--- src/rtl/regfile32.sv ---
// 32 x WIDTH register file with captured ALU flags.
// r0 reads as zero; optional same-cycle write forwarding to both read ports.
module regfile32 #(
    parameter int WIDTH  = 32,
    parameter bit BYPASS = 1'b1
) (
    input  logic             clk,
    input  logic             reset,
    input  logic [4:0]       rs_num,
    input  logic [4:0]       rt_num,
    output logic [WIDTH-1:0] rs_data,
    output logic [WIDTH-1:0] rt_data,
    input  logic [4:0]       rd_num,
    input  logic [WIDTH-1:0] rd_data,
    input  logic             wr_enable,
    input  logic [2:0]       flags_in,
    input  logic             flags_wr,
    output logic [2:0]       flags_out
);

    logic [WIDTH-1:0] regs [32];
    logic             wr_live;
    logic             fwd_rs;
    logic             fwd_rt;

    assign wr_live = wr_enable && (rd_num != 5'd0);

    always_ff @(posedge clk or negedge reset) begin
        if (!reset) begin
            for (int i = 0; i < 32; i++) begin
                regs[i] <= '0;
            end
        end else if (wr_live) begin
            regs[rd_num] <= rd_data;
        end
    end

    always_ff @(posedge clk or negedge reset) begin
        if (!reset) begin
            flags_out <= 3'b000;
        end else if (flags_wr) begin
            flags_out <= flags_in;
        end
    end

    assign fwd_rs = BYPASS && wr_live && (rd_num == rs_num);
    assign fwd_rt = BYPASS && wr_live && (rd_num == rt_num);

    // Reads are forced to zero during reset so bypass cannot leak rd_data.
    always_comb begin
        rs_data = '0;
        if (reset) begin
            if (fwd_rs) begin
                rs_data = rd_data;
            end else if (rs_num != 5'd0) begin
                rs_data = regs[rs_num];
            end
        end
    end

    always_comb begin
        rt_data = '0;
        if (reset) begin
            if (fwd_rt) begin
                rt_data = rd_data;
            end else if (rt_num != 5'd0) begin
                rt_data = regs[rt_num];
            end
        end
    end

endmodule

--- config.mk ---
export PLATFORM = sky130hd
export DESIGN_NAME = regfile32
export DESIGN_NICKNAME = d
export VERILOG_FILES = /design/src/rtl/regfile32.sv
export SDC_FILE = /design/constraint.sdc
export NUM_CORES = 2
export LEC_CHECK = 0
export CORE_MARGIN = 3
export CORE_UTILIZATION = 63
export DETAILED_ROUTE_END_ITERATION = 10
export PLACE_DENSITY = 0.81
export SYNTH_ARGS = -nofsm -noshare
export SYNTH_HDL_FRONTEND = slang
export SYNTH_SLANG_ARGS = --single-unit
--- constraint.sdc ---
create_clock -name clk -period 3.91 [get_ports clk]
set_input_delay 0.782 -clock clk [delete_from_list [all_inputs] [get_ports clk]]
set_output_delay 0.782 -clock clk [all_outputs]
set_load 0.05 [all_outputs]
==> flow_metrics.py <==
metrics = {
    "critical_path": {
        "crit_path_end_kind": "output pin",
        "crit_arrival_ns": 3.12,
        "register_to_register_path_depth": 1,
        "timing.setup.critical_path_class": "in -> out",
        "rrSetupSlack_ns": 3.07,
        "worstPathRequired_ns": 3.13,
        "path_max_fanout": 13,
        "startpoint_type": "input port",
    },
    "routing": {
        "wl_um": 167000,
        "drt-vias-per-instance": 7.59,
        "drt_iter0_markers": 4239,
        "routed_wire_length_per_instance_um": 35.7,
        "drt_pass1_iterations": 7,
        "drt.antenna.violating_nets": 0,
        "detailroute.via_count": 35500,
        "route.detailed.drc": 0,
    },
    "synthesis": {
        "synth_cells": 3345,
        "synthesis.yosys.warnings": 0,
        "synth.net_count": 3399,
        "synth_seq_area_share_pct": 47.5,
        "syn_area_per_cell_um2": 16.2,
        "flip_flop_and_latch_count_after_synthesis": 1027,
        "synth.cell_area_mm2": 0.0541,
        "yosysUniqueCellTypes": 31,
    },
    "hold_path": {
        "worst_hold_path_type": "in -> async",
    },
    "finish": {
        "fillCellCount": 5017,
        "layout.cells.most_common": "sky130_fd_sc_hd__dfrtp_1",
        "layout_common_cells": "1027 x sky130_fd_sc_hd__dfrtp_1, 928 x sky130_fd_sc_hd__mux2_2, 576 x sky130_fd_sc_hd__mux4_2, 254 x sky130_fd_sc_hd__buf_4, 127 x sky130_fd_sc_hd__a22oi_1",
        "final_area_mm2": 0.0622,
        "drive_gt1_share_pct": 59.1,
        "final_net_count": 3519,
        "finish.utilization_pct": 73.7,
        "layout-area-overhead-vs-synth_pct": 15.0,
    },
    "sta": {
        "finalWorstSetupSlack_ns": 0.00947,
        "final_period_minus_worst_setup_slack_ns": 3.90,
        "fmax_mhz": 256,
        "tightestPinTransition_ns": 1.13,
        "worst_slew_margin_relative_to_its_limit_pct": 25.0,
        "final_max_slew_viols": 0,
        "rsz0062_at_grt": "false",
        "tns_ns": 0,
        "report.final.setup_viol": 0,
        "clock_skew_ns": 0,
        "hold_viol_final": 0,
        "finalCritPeriodShare_pct": 99.8,
    },
    "place": {
        "placer_congestion_estimate": 0.924,
        "buffer_ports.inserted": 120,
        "dpl.hpwl_um": 105000,
        "placement.cell_area_mm2": 0.0585,
        "preCtsSetupSlack_ns": -0.0108,
    },
    "global_routing": {
        "initial_antenna_violation_count": 7,
        "gr_busiest_metal": "met2",
        "first_global_vias": 37700,
        "met3_usage_pct": 11.8,
        "gr-usage-all-layers_pct": 37.6,
        "groute.layer.met2.usage_pct": 56.0,
        "grt_first_pass_wirelength_um": 248000,
        "grt_util_met1_pct": 50.7,
        "global_route_congestion_overflow_total": 0,
        "maximum_number_of_pins_on_one_net_before_global_route_repair": 192,
    },
    "power": {
        "ir_worst_vdd_uv": 445,
        "total_power_mw": 32.0,
        "leakage_nw": 26.5,
        "power_per_cell_area_mw_per_mm2": 514,
    },
    "die": {
        "floorplan.die_area_mm2": 0.0894,
        "std_cell_rows": 106,
        "boundary_pins": 121,
        "initial_utilization_pct": 64.1,
        "design.core.area_mm2": 0.0844,
        "die_width_um": 299,
        "die-height_um": 299,
    },
    "clocking": {
        "insertion_delay_ns": 0.65,
        "max-clock-path-buffers": 3,
        "cts_max_level": 3,
        "clkSinkCount": 1027,
        "tritoncts": "yes",
        "cts_inserted_buffers": 105,
        "clkSlewWorstSetupHoldPaths_ns": 0.06,
        "clk_root_buffer_cell": "sky130_fd_sc_hd__clkbuf_16",
    },
    "run_status": {
        "status": "finished clean",
    },
    "job": {
        "maxCapViolCount": 0,
    },
}
sequential cells by signal (all words and copies together), names as in the netlist:
name	count
regs	1024
flags_out	3
final timing paths:
| check | from | to |
|---|---|---|
| worst min-delay path | reset | regs[469]$_DFFE_PN0P_ |
| min in group clk | regs[1004]$_DFFE_PN0P_ | regs[1004]$_DFFE_PN0P_ |
| max in group asynchronous | reset | regs[896]$_DFFE_PN0P_ |
| worst max-delay path | rs_num[4] | rs_data[7] |
| worst max register to register | regs[524]$_DFFE_PN0P_ | regs[524]$_DFFE_PN0P_ |
| worst min register to register | regs[1004]$_DFFE_PN0P_ | regs[1004]$_DFFE_PN0P_ |
routing by layer:
metal  up-vias  wire length, µm
li1      13500                -
met1     19100            61200
met2      2371            76600
met3       634            19400
met4        14             9680
met5         -              103
kinds of logic after synthesis:
| kind of cell | Yosys count | share of synthesized area [%] |
|---|---|---|
| multiplexers | 1571 | 44.7 |
| flip-flops | 1027 | 47.5 |
| buffers and inverters | 409 | 3.28 |
| AO/OA/AOI/OAI | 261 | 3.65 |
| AND/OR/NAND/NOR | 67 | 0.634 |
| XOR/XNOR | 10 | 0.162 |
Yosys cell counts:
library cell	number	area share (%)
sky130_fd_sc_hd__buf_1	61	0.42
sky130_fd_sc_hd__inv_1	2	0.014
sky130_fd_sc_hd__a21oi_1	64	0.59
sky130_fd_sc_hd__clkbuf_1	246	1.7
sky130_fd_sc_hd__nor2_1	20	0.14
sky130_fd_sc_hd__buf_6	18	0.37
sky130_fd_sc_hd__or3b_2	1	0.016
sky130_fd_sc_hd__inv_2	1	0.0069
sky130_fd_sc_hd__nand3_1	4	0.037
sky130_fd_sc_hd__mux4_2	576	24
sky130_fd_sc_hd__buf_2	81	0.75
sky130_fd_sc_hd__mux2_1	67	1.4
sky130_fd_sc_hd__nand2_1	18	0.12
sky130_fd_sc_hd__a22oi_1	128	1.8
sky130_fd_sc_hd__a21bo_2	1	0.019
sky130_fd_sc_hd__nor2b_1	4	0.046
sky130_fd_sc_hd__o311ai_1	2	0.032
sky130_fd_sc_hd__nand3b_1	4	0.056
sky130_fd_sc_hd__or2_2	1	0.012
sky130_fd_sc_hd__nor4_1	2	0.023
sky130_fd_sc_hd__and3_1	1	0.012
sky130_fd_sc_hd__mux2_2	928	19
sky130_fd_sc_hd__a221o_1	64	1.2
sky130_fd_sc_hd__and2_1	2	0.023
sky130_fd_sc_hd__o31ai_2	2	0.046
sky130_fd_sc_hd__xnor2_1	10	0.16
sky130_fd_sc_hd__dfrtp_1	1027	48
sky130_fd_sc_hd__and3b_1	1	0.016
sky130_fd_sc_hd__nor3b_1	4	0.056
sky130_fd_sc_hd__nor3_1	3	0.028
sky130_fd_sc_hd__nor4_2	2	0.046
final cells by class:
type / count / area, µm² / area share, %
multi-input combinational: 1909 / 26900 / 43.2
timing repair buffer: 419 / 4590 / 7.39
sequential: 1027 / 25700 / 41.4
inverter: 3 / 11.3 / 0.0181
clock buffer: 151 / 3090 / 4.96
clock inverter: 36 / 475 / 0.765
tap: 1134 / 1420 / 2.28
antenna: 3 / 7.51 / 0.0121
critical path, cell delays in order:
cell and delay [ns]:
sky130_fd_sc_hd__clkdlybuf4s50_1 0.74, sky130_fd_sc_hd__xnor2_1 0.17, sky130_fd_sc_hd__nand3_1 0.12, sky130_fd_sc_hd__buf_4 0.18, sky130_fd_sc_hd__o31ai_4 0.22, sky130_fd_sc_hd__buf_6 0.18
sky130_fd_sc_hd__buf_12 0.15, sky130_fd_sc_hd__a21oi_1 0.06, sky130_fd_sc_hd__a221o_1 0.30, sky130_fd_sc_hd__buf_4 0.20
what timing repair did:
action	4_1_cts	5_1_grt
endpoints found under the hold margin	9	0
setup endpoints to repair	21	59
hold buffers	1	0
gates resized for setup	2	19
pin swaps	0	1
setup buffers	1	0
where the power goes:
group / switching, mW / internal [mW] / total, mW
Combinational: 3.03 / 4.26 / 7.29
Sequential: 1.55 / 12.7 / 14.2
Clock: 4.29 / 6.18 / 10.5
per-stage QoR:
stage,hold WS (ns),instances
after detailed placement,0.384,4490
after floorplan,0.441,3345
after CTS,0.316,4679
after global placement,0.376,4490
after global routing,0.351,4679
final,0.273,4682
(Power assumes the default switching activity.)
